[config.mk]
export PLATFORM = sky130hd
export DESIGN_NAME = clkgen_multi
export DESIGN_NICKNAME = d
export VERILOG_FILES = /design/src/rtl/clkgen_multi.sv
export SDC_FILE = /design/constraint.sdc
export NUM_CORES = 1
export LEC_CHECK = 0
export CORE_ASPECT_RATIO = 2
export CORE_MARGIN = 2
export CORE_UTILIZATION = 55
export CTS_CLUSTER_DIAMETER = 150
export DETAILED_ROUTE_END_ITERATION = 12
export GPL_ROUTABILITY_DRIVEN = 0
export PLACE_DENSITY = 0.72
export REMOVE_ABC_BUFFERS = 1
export SYNTH_ARGS = -nofsm -noshare
export SYNTH_HDL_FRONTEND = slang
export SYNTH_SLANG_ARGS = --single-unit
[constraint.sdc]
create_clock -name in_clk -period 11.12 [get_ports in_clk]
set_clock_uncertainty 0.1 [all_clocks]
set_input_delay 2.224 -clock in_clk [delete_from_list [all_inputs] [get_ports in_clk]]
set_output_delay 2.224 -clock in_clk [all_outputs]
set_load 0.1 [all_outputs]
[src/rtl/clkgen_multi.sv]
// clkgen_multi -- multi-channel programmable clock / clock-enable generator.
//
// Each channel divides in_clk by a run-time programmable integer with a
// programmable high time and start phase. It emits a registered divided
// clock (out_clk) and a one-cycle tick on every out_clk rising edge
// (out_tick). Configuration writes to a running channel are held in a
// shadow register and take effect only at the period boundary, so output
// periods are never truncated or stretched by a reconfiguration.
//
// Ports:
//   in_clk        main clock, all logic on the rising edge
//   in_rst        asynchronous active-low reset
//   in_en         per-channel run enable
//   in_sync       one-cycle pulse: restart every enabled channel at its phase
//   in_cfg_valid  configuration write request
//   in_cfg_ch     target channel
//   in_cfg_div    period in in_clk cycles (>= 2)
//   in_cfg_high   high time in in_clk cycles
//   in_cfg_phase  counter start value (< div)
//   out_cfg_ready high when no channel has a configuration pending
//   out_cfg_err   one-cycle pulse after a rejected write
//   out_clk       divided clocks, straight from flops
//   out_tick      one-cycle pulse per out_clk rising edge
module clkgen_multi #(
  parameter int MAIN_CLK_HZ = 50_000_000,
  parameter int NUM_CH      = 4,
  parameter int CTR_BITS    = 16,
  parameter int DEFAULT_DIV = MAIN_CLK_HZ / 10_000,
  localparam int CH_W       = (NUM_CH > 1) ? $clog2(NUM_CH) : 1
) (
  input  logic                in_clk,
  input  logic                in_rst,
  input  logic [NUM_CH-1:0]   in_en,
  input  logic                in_sync,
  input  logic                in_cfg_valid,
  input  logic [CH_W-1:0]     in_cfg_ch,
  input  logic [CTR_BITS-1:0] in_cfg_div,
  input  logic [CTR_BITS-1:0] in_cfg_high,
  input  logic [CTR_BITS-1:0] in_cfg_phase,
  output logic                out_cfg_ready,
  output logic                out_cfg_err,
  output logic [NUM_CH-1:0]   out_clk,
  output logic [NUM_CH-1:0]   out_tick
);

  typedef enum logic {ST_IDLE, ST_RUN} ch_state_e;
  typedef enum logic [1:0] {M_IDLE, M_START, M_RUN} ch_mode_e;

  localparam logic [CTR_BITS-1:0] DEF_DIV  = CTR_BITS'(DEFAULT_DIV);
  localparam logic [CTR_BITS-1:0] DEF_HIGH = CTR_BITS'(DEFAULT_DIV / 2);
  localparam logic [CH_W:0]       CH_LIMIT = (CH_W + 1)'(NUM_CH);

  logic [CTR_BITS-1:0] div_q   [NUM_CH], div_d   [NUM_CH];
  logic [CTR_BITS-1:0] high_q  [NUM_CH], high_d  [NUM_CH];
  logic [CTR_BITS-1:0] phase_q [NUM_CH], phase_d [NUM_CH];
  logic [CTR_BITS-1:0] sdiv_q  [NUM_CH], sdiv_d  [NUM_CH];
  logic [CTR_BITS-1:0] shigh_q [NUM_CH], shigh_d [NUM_CH];
  logic [CTR_BITS-1:0] sphase_q[NUM_CH], sphase_d[NUM_CH];
  logic [CTR_BITS-1:0] ctr_q   [NUM_CH], ctr_d   [NUM_CH];
  ch_state_e           st_q    [NUM_CH], st_d    [NUM_CH];

  logic [NUM_CH-1:0]   pend_q, pend_d, clk_d, tick_d;
  logic                err_d, cfg_bad, cfg_wr;
  ch_mode_e            mode;
  logic [CTR_BITS-1:0] ctr_nxt, hi_use;

  assign out_cfg_ready = ~|pend_q;

  always_comb begin
    cfg_bad = (in_cfg_div < CTR_BITS'(2)) || (in_cfg_phase >= in_cfg_div) ||
              ({1'b0, in_cfg_ch} >= CH_LIMIT);
    cfg_wr  = in_cfg_valid && out_cfg_ready && !cfg_bad;
    err_d   = in_cfg_valid && out_cfg_ready && cfg_bad;
    pend_d  = pend_q;
    clk_d   = '0;
    tick_d  = '0;
    mode    = M_IDLE;
    ctr_nxt = '0;
    hi_use  = '0;
    for (int unsigned i = 0; i < NUM_CH; i++) begin
      div_d[i]    = div_q[i];
      high_d[i]   = high_q[i];
      phase_d[i]  = phase_q[i];
      sdiv_d[i]   = sdiv_q[i];
      shigh_d[i]  = shigh_q[i];
      sphase_d[i] = sphase_q[i];
      ctr_d[i]    = ctr_q[i];
      st_d[i]     = st_q[i];
      ctr_nxt     = '0;
      hi_use      = high_q[i];

      if (!in_en[i])                         mode = M_IDLE;
      else if (st_q[i] == ST_IDLE || in_sync) mode = M_START;
      else                                   mode = M_RUN;

      case (mode)
        M_START: begin
          // A pending config is committed before the restart uses it.
          st_d[i] = ST_RUN;
          if (pend_q[i]) begin
            div_d[i]   = sdiv_q[i];
            high_d[i]  = shigh_q[i];
            phase_d[i] = sphase_q[i];
            pend_d[i]  = 1'b0;
            ctr_nxt    = sphase_q[i];
            hi_use     = shigh_q[i];
          end else begin
            ctr_nxt    = phase_q[i];
          end
        end
        M_RUN: begin
          if (ctr_q[i] == div_q[i] - CTR_BITS'(1)) begin
            ctr_nxt = '0;
            if (pend_q[i]) begin
              div_d[i]   = sdiv_q[i];
              high_d[i]  = shigh_q[i];
              phase_d[i] = sphase_q[i];
              pend_d[i]  = 1'b0;
              hi_use     = shigh_q[i];
            end
          end else begin
            ctr_nxt = ctr_q[i] + CTR_BITS'(1);
          end
        end
        default: begin
          st_d[i]  = ST_IDLE;
          ctr_d[i] = phase_q[i];
        end
      endcase

      if (mode != M_IDLE) begin
        ctr_d[i]  = ctr_nxt;
        clk_d[i]  = (ctr_nxt < hi_use);
        tick_d[i] = (ctr_nxt == '0) && (hi_use != '0);
      end

      // A write landing on a wrap cycle only sets pending (pend_q was clear,
      // so the wrap above changed nothing); it commits at the next wrap.
      if (cfg_wr && ({1'b0, in_cfg_ch} == (CH_W + 1)'(i))) begin
        if (!in_en[i]) begin
          div_d[i]   = in_cfg_div;
          high_d[i]  = in_cfg_high;
          phase_d[i] = in_cfg_phase;
        end else begin
          sdiv_d[i]   = in_cfg_div;
          shigh_d[i]  = in_cfg_high;
          sphase_d[i] = in_cfg_phase;
          pend_d[i]   = 1'b1;
        end
      end
    end
  end

  always_ff @(posedge in_clk or negedge in_rst) begin
    if (!in_rst) begin
      for (int unsigned i = 0; i < NUM_CH; i++) begin
        div_q[i]    <= DEF_DIV;
        high_q[i]   <= DEF_HIGH;
        phase_q[i]  <= '0;
        sdiv_q[i]   <= '0;
        shigh_q[i]  <= '0;
        sphase_q[i] <= '0;
        ctr_q[i]    <= '0;
        st_q[i]     <= ST_IDLE;
      end
      pend_q      <= '0;
      out_clk     <= '0;
      out_tick    <= '0;
      out_cfg_err <= 1'b0;
    end else begin
      for (int unsigned i = 0; i < NUM_CH; i++) begin
        div_q[i]    <= div_d[i];
        high_q[i]   <= high_d[i];
        phase_q[i]  <= phase_d[i];
        sdiv_q[i]   <= sdiv_d[i];
        shigh_q[i]  <= shigh_d[i];
        sphase_q[i] <= sphase_d[i];
        ctr_q[i]    <= ctr_d[i];
        st_q[i]     <= st_d[i];
      end
      pend_q      <= pend_d;
      out_clk     <= clk_d;
      out_tick    <= tick_d;
      out_cfg_err <= err_d;
    end
  end

endmodule

Yosys cells after proc, flatten, opt, wreduce, memory -nomap -nowiden
Cells that the tools add are included.

storage, ports and cells
  bits in registers = 465
  input bits = 58
  output and inout bits = 10
  logic and storage cells = 225

operators by class
  $add $sub $neg = 8
  $lt $le $gt $ge = 6
  equality and inequality tests = 19
  mux-type cells = 112
  bitwise gates (word level) = 4
  reduce and logical (&&, ||, !) cells = 40

operators by type and width
  kind                     count
  $mux W16                 60
  $pmux W16 S2             16
  $add A16 B1 Y16 const B  4
  $eq A16 B16 Y1           4
  $logic_not A16 Y1        4
  $lt A16 B16 Y1           4
  $reduce_bool A16 Y1      4
  $sub A16 B1 Y16 const B  4
  $mux W1                  20
  $ge A16 B16 Y1           1
  $lt A16 B2 Y1 const B    1
  $mux W2                  8
  $pmux W1 S2              8
  $eq A2 B2 Y1 const B     6
  $logic_and A1 B1 Y1      11
  $eq A2 B1 Y1 const B     5
  $ne A2 B1 Y1 const B     4
  $reduce_and A2 Y1        4
  $reduce_bool A2 Y1       4
  $reduce_or A2 Y1         4
  $logic_or A1 B1 Y1       5
  $not A1 Y1               4
  $reduce_or A4 Y1         1
  $logic_not A1 Y1         2
  $logic_not A2 Y1         1

Longest topological paths before layout
  depth in word-level cells = 9
  gate-level depth with buffers = 22
  depth with buffers taken out = 20

Worst setup path before layout
Ideal clock, no wire load.

  path type = flip-flop to flip-flop
  start point = register (tool-made name)
  end point = register sdiv_q[38] in the netlist's numbering
  setup time = 0.125 ns
  arrival = 6.074 ns
  data required time = 10.895 ns
  slack = 4.822 ns
  cell stages (with the launch flop) = 9
  buffers on the path = 3
  clock period less this slack = 6.298 ns
  cells stage by stage = dfrtp_1 -> clkbuf_1 -> nor4_1 -> nand2_1 -> nor4_1 -> nand2_1 -> clkbuf_1 -> buf_1 -> mux2_2

RTL lines
  what                             RTL line  text
  to (signal, indexed assignment)  175       sdiv_q[i] <= sdiv_d[i];
  to (decl)                        56        logic [CTR_BITS-1:0] sdiv_q [NUM_CH], sdiv_d [NUM_CH];

Worst setup path in the final report
  start point = input in_cfg_phase[9]
  end point = register sdiv_q[2] in the netlist's numbering

between the ends
  longest elaborated chain between the ends = 6

ends and longest elaborated chain
  what                                RTL line  text
  from (decl)                         39        input logic [CTR_BITS-1:0] in_cfg_phase,
  $ge A16 B16 Y1                      70        cfg_bad = (in_cfg_div < CTR_BITS'(2)) || (in_cfg_phase >= in_cfg_div) ||
  $logic_or A1 B1 Y1                  70
  $logic_not A1 Y1                    72        cfg_wr = in_cfg_valid && out_cfg_ready && !cfg_bad;
  $logic_and A1 B1 Y1                 72
  $logic_and A1 B1 Y1                 139       if (cfg_wr && ({1'b0, in_cfg_ch} == (CH_W + 1)'(i))) begin
  $reduce_and A2 Y1 (no source line)  n/a

No other way between the ends.
A chain may end at the register's enable or synchronous reset.

==> results.tsv <==
stage	metric	value	unit
timing	fmax	160	MHz
setup_path	CP Capture Type	flip-flop	
power_and_ir_drop	Sw Ratio	0.401	
finish	fillers	4084	
synthesis	number of synthesized flops with an enable pin	0	
clock_network	Root Driver	clkbuf_16	
finish	NumNets Final	2724	
clock_network	Num CTS Buffers	43	
finish	P&R area growth vs syn	9.93	%
die	initial core utilization	0.555	
place	Post-DP Area	28000	um^2
power_and_ir_drop	P_leak	12.9	nW
clock_network	later-pin clock latency in the skew report	570	ps
detailed_routing	post-DR vias/cell	6.54	
finish	footprint of the multi-input gates	14300	um^2
power_and_ir_drop	Psw	3.21	mW
clock_network	Setup Fix Bufs, Post-CTS	0	
detailed_routing	1st-iter DRT viols	1592	
timing	slew margin rel.	0.303	
synthesis	Avg Cell Area, Syn	10.3	um^2
die	DIE HEIGHT	316	um
synthesis	Post-synth ARST share	1.00	
clock_network	clk buf depth	3	
clock_network	Sink Count	465	
power_and_ir_drop	Comb power frac	0.360	
die	die span in x	160	um
timing	Setup TNS	0	ps
global_routing	number of global-route vias before repair	22041	
synthesis	Yosys cell types	79	
setup_path	Crit. Startpoint	in_cfg_phase[9]	
timing	Final min period	6230	ps
synthesis	most numerous cell in the Yosys netlist	dfrtp_1	
setup_path	CP peak stage delay	790	ps
die	core box area	48200	um^2
setup_path	Crit path required time	11470	ps
synthesis	Synth top area share	0.398	
clock_network	CTS resizes	0	
finish	Register Area	11700	um^2
global_routing	initial antenna violation count	1	
place	IO Port Bufs	67	
setup_path	crit path max fanout	45	
synthesis	Post-synth top flop	dfrtp_1	
detailed_routing	vias	21280	
synthesis	Seq/Total Area, Yosys	0.437	
die	I/O pin cnt	68	
timing	Max Slew Vio Count	0	
timing	final worst setup slack	4890	ps
timing	Slew @ Worst Pin	1050	ps
power_and_ir_drop	clock share of power	0.194	
place	setup slack after placement	4430	ps
clock_network	Reg clk slew, reported paths	70	ps
synthesis	dominant cell type by area after synthesis	dfrtp_1	
flow_run	max-cap violation count	0	
die	Die Area	50500	um^2
setup_path	arrival time at the worst endpoint	6580	ps
finish	final instance area	29400	um^2
die	Rows	114	
finish	layout cells sized above 1	0.141	
power_and_ir_drop	Int Power	4.80	mW
global_routing	total gr overflow	0	
run_status	status	complete, no violations	
global_routing	global-route wire length before repair	129	mm
power_and_ir_drop	pwr/cell area	273	nW/um^2
setup_path	crit-path cells	clkdlybuf4s50_1 -> ha_1 -> a21o_1 -> a21o_1 -> a21oi_1 -> o211ai_1 -> or4_1 -> buf_4 -> clkinv_1 -> nand2_2 -> buf_4 -> mux2_2	
synthesis	most area-consuming cells after synthesis	dfrtp_1 (40%), mux2i_1 (12%), mux2_2 (7.9%)	
worst_hold_path	worst hold path startpoint	sdiv_q[58]	
worst_hold_path	worst hold path type	flip-flop to flip-flop	
detailed_routing	DRC	0	
setup_path	Setup crit start kind	input pin	
place	HPWL after detailed placement	61.3	mm
setup_path	slowest stage cell, crit path	clkdlybuf4s50_1	
synthesis	total of warnings raised by yosys	0	
setup_path	WS Path Type	input pin to flip-flop	
synthesis	synth cell count leaders	dfrtp_1 (425), mux2i_1 (331), mux2_2 (188)	
power_and_ir_drop	maximum vdd drop	143	uV
power_and_ir_drop	total power	8.01	mW
global_routing	GRT Overall Usage	0.336	
timing	Final Cycle Share	0.561	
detailed_routing	TritonRoute pass-1 iters	7	
global_routing	pin count of the biggest net entering global routing	171	
synthesis	post-synthesis cell count	2586	
timing	count of final setup violators	0	
power_and_ir_drop	Sequential Power Share	0.446	
detailed_routing	WL/cell	26.3	um
setup_path	reg2reg start	div_q[0]	
clock_network	H-tree Lvls	2	
synthesis	Netlist Area Pre-Place	26700	um^2
detailed_routing	WL final	85.5	mm
finish	ant diodes	0	
synthesis	Yosys reg bits	465	
clock_network	CTS tree	built	
detailed_routing	Antenna Nets Post-Route	0	
timing	final hold vios	0	
timing	worst hold margin	387	ps
timing	RSZ-0062 raised after global routing	no	
clock_network	# hold bufs at CTS	0	
-- final timing paths --
path	end	slack [ps]	cells after the start
max reg2reg	out_clk[3]	5010	18
min reg2reg	sdiv_q[58]	390	2
max	sdiv_q[2]	4890	12
min in group asynchronous	div_q[11]	1600	1
max in group asynchronous	high_q[62]	6990	3
min	sdiv_q[58]	390	2
-- sequential cells by signal, indices dropped and copies added, names as in the netlist, named ones only --
register / count
div_q: 64
high_q: 64
sdiv_q: 64
sphase_q: 64
phase_q: 64
shigh_q: 64
ctr_q: 64
out_tick: 4
st_q: 4
out_clk: 4
out_cfg_err: 1
-- layer usage --
layer / vias to the layer above / track usage / part of all wire / wire, um
met4: 2 / 0.281 / 0.096 / 8200
met1: 10612 / 0.338 / 0.34 / 28700
met5: - / 0 / 0.00012 / 10
li1: 9461 / - / - / -
met2: 826 / 0.612 / 0.52 / 44400
met3: 379 / 0.0463 / 0.049 / 4200
-- cell families (layout without fill, tap and decap cells) --
logic type               count (synthesis)  in the layout  synth area share
AO/OA/AOI/OAI                          520            520             0.120
XOR/XNOR                               132            132            0.0438
adder cells (fa/ha/maj)                 84             84            0.0393
buffers and inverters                  204            233            0.0302
flip-flops                             465            465             0.437
multiplexers                           519            519             0.203
AND/OR/NAND/NOR                        662            662             0.126
-- critical path: cells and delay by family --
family	cells	cell delay, ps
compound gates	4	620
fa+ha+maj	1	530
simple gates	2	470
buf+inv	4	2200
mux	1	410
-- per-stage QoR --
stage          instances  utilization
2_1_floorplan       2430            -
3_3_place_gp        3175        0.580
3_5_place_dp        3175        0.580
4_1_cts             3253        0.610
5_1_grt             3253        0.610
6_report            3253        0.610
-- layout by cell type (no fill, tap or decap), drive strengths merged, types with 9 or more instances in the layout --
cell and instances:
o21ai 115, nand2 157, and3 17, buf 42, xor2 69, a211oi 25, clkdlybuf4s50 65, o22ai 49
nor3 41, mux2i 331, ha 84, inv 47, nand4 51, dfstp 40, clkbuf 55, dfrtp 425
or4 15, nor4 64, a21oi 170, nand2b 19, and2 23, o21a 12, nand3 56, nor2b 16
clkinv 15, mux2 188, o211ai 9, xnor2 62, a21o 73, nor2 155
-- power by group through the flow --
stage / clock network, mW / logic, mW / registers, mW
2_1_floorplan: 0 / 2.10 / 3.22
3_3_place_gp: 0 / 2.70 / 3.50
3_5_place_dp: 0 / 2.83 / 3.54
4_1_cts: 1.57 / 2.85 / 3.52
5_1_grt: 1.64 / 3.15 / 3.65
6_report: 1.56 / 2.88 / 3.57
-- final cells by class --
class,count,share of cell area
Multi-Input combinational cell,1917,0.487
Sequential cell,465,0.398
Clock buffer,55,0.0398
Timing Repair Buffer,107,0.0335
Tap cell,638,0.0272
Clock inverter,23,0.00915
Inverter,48,0.00613
No activity file was read; power rests on OpenSTA's default activity.
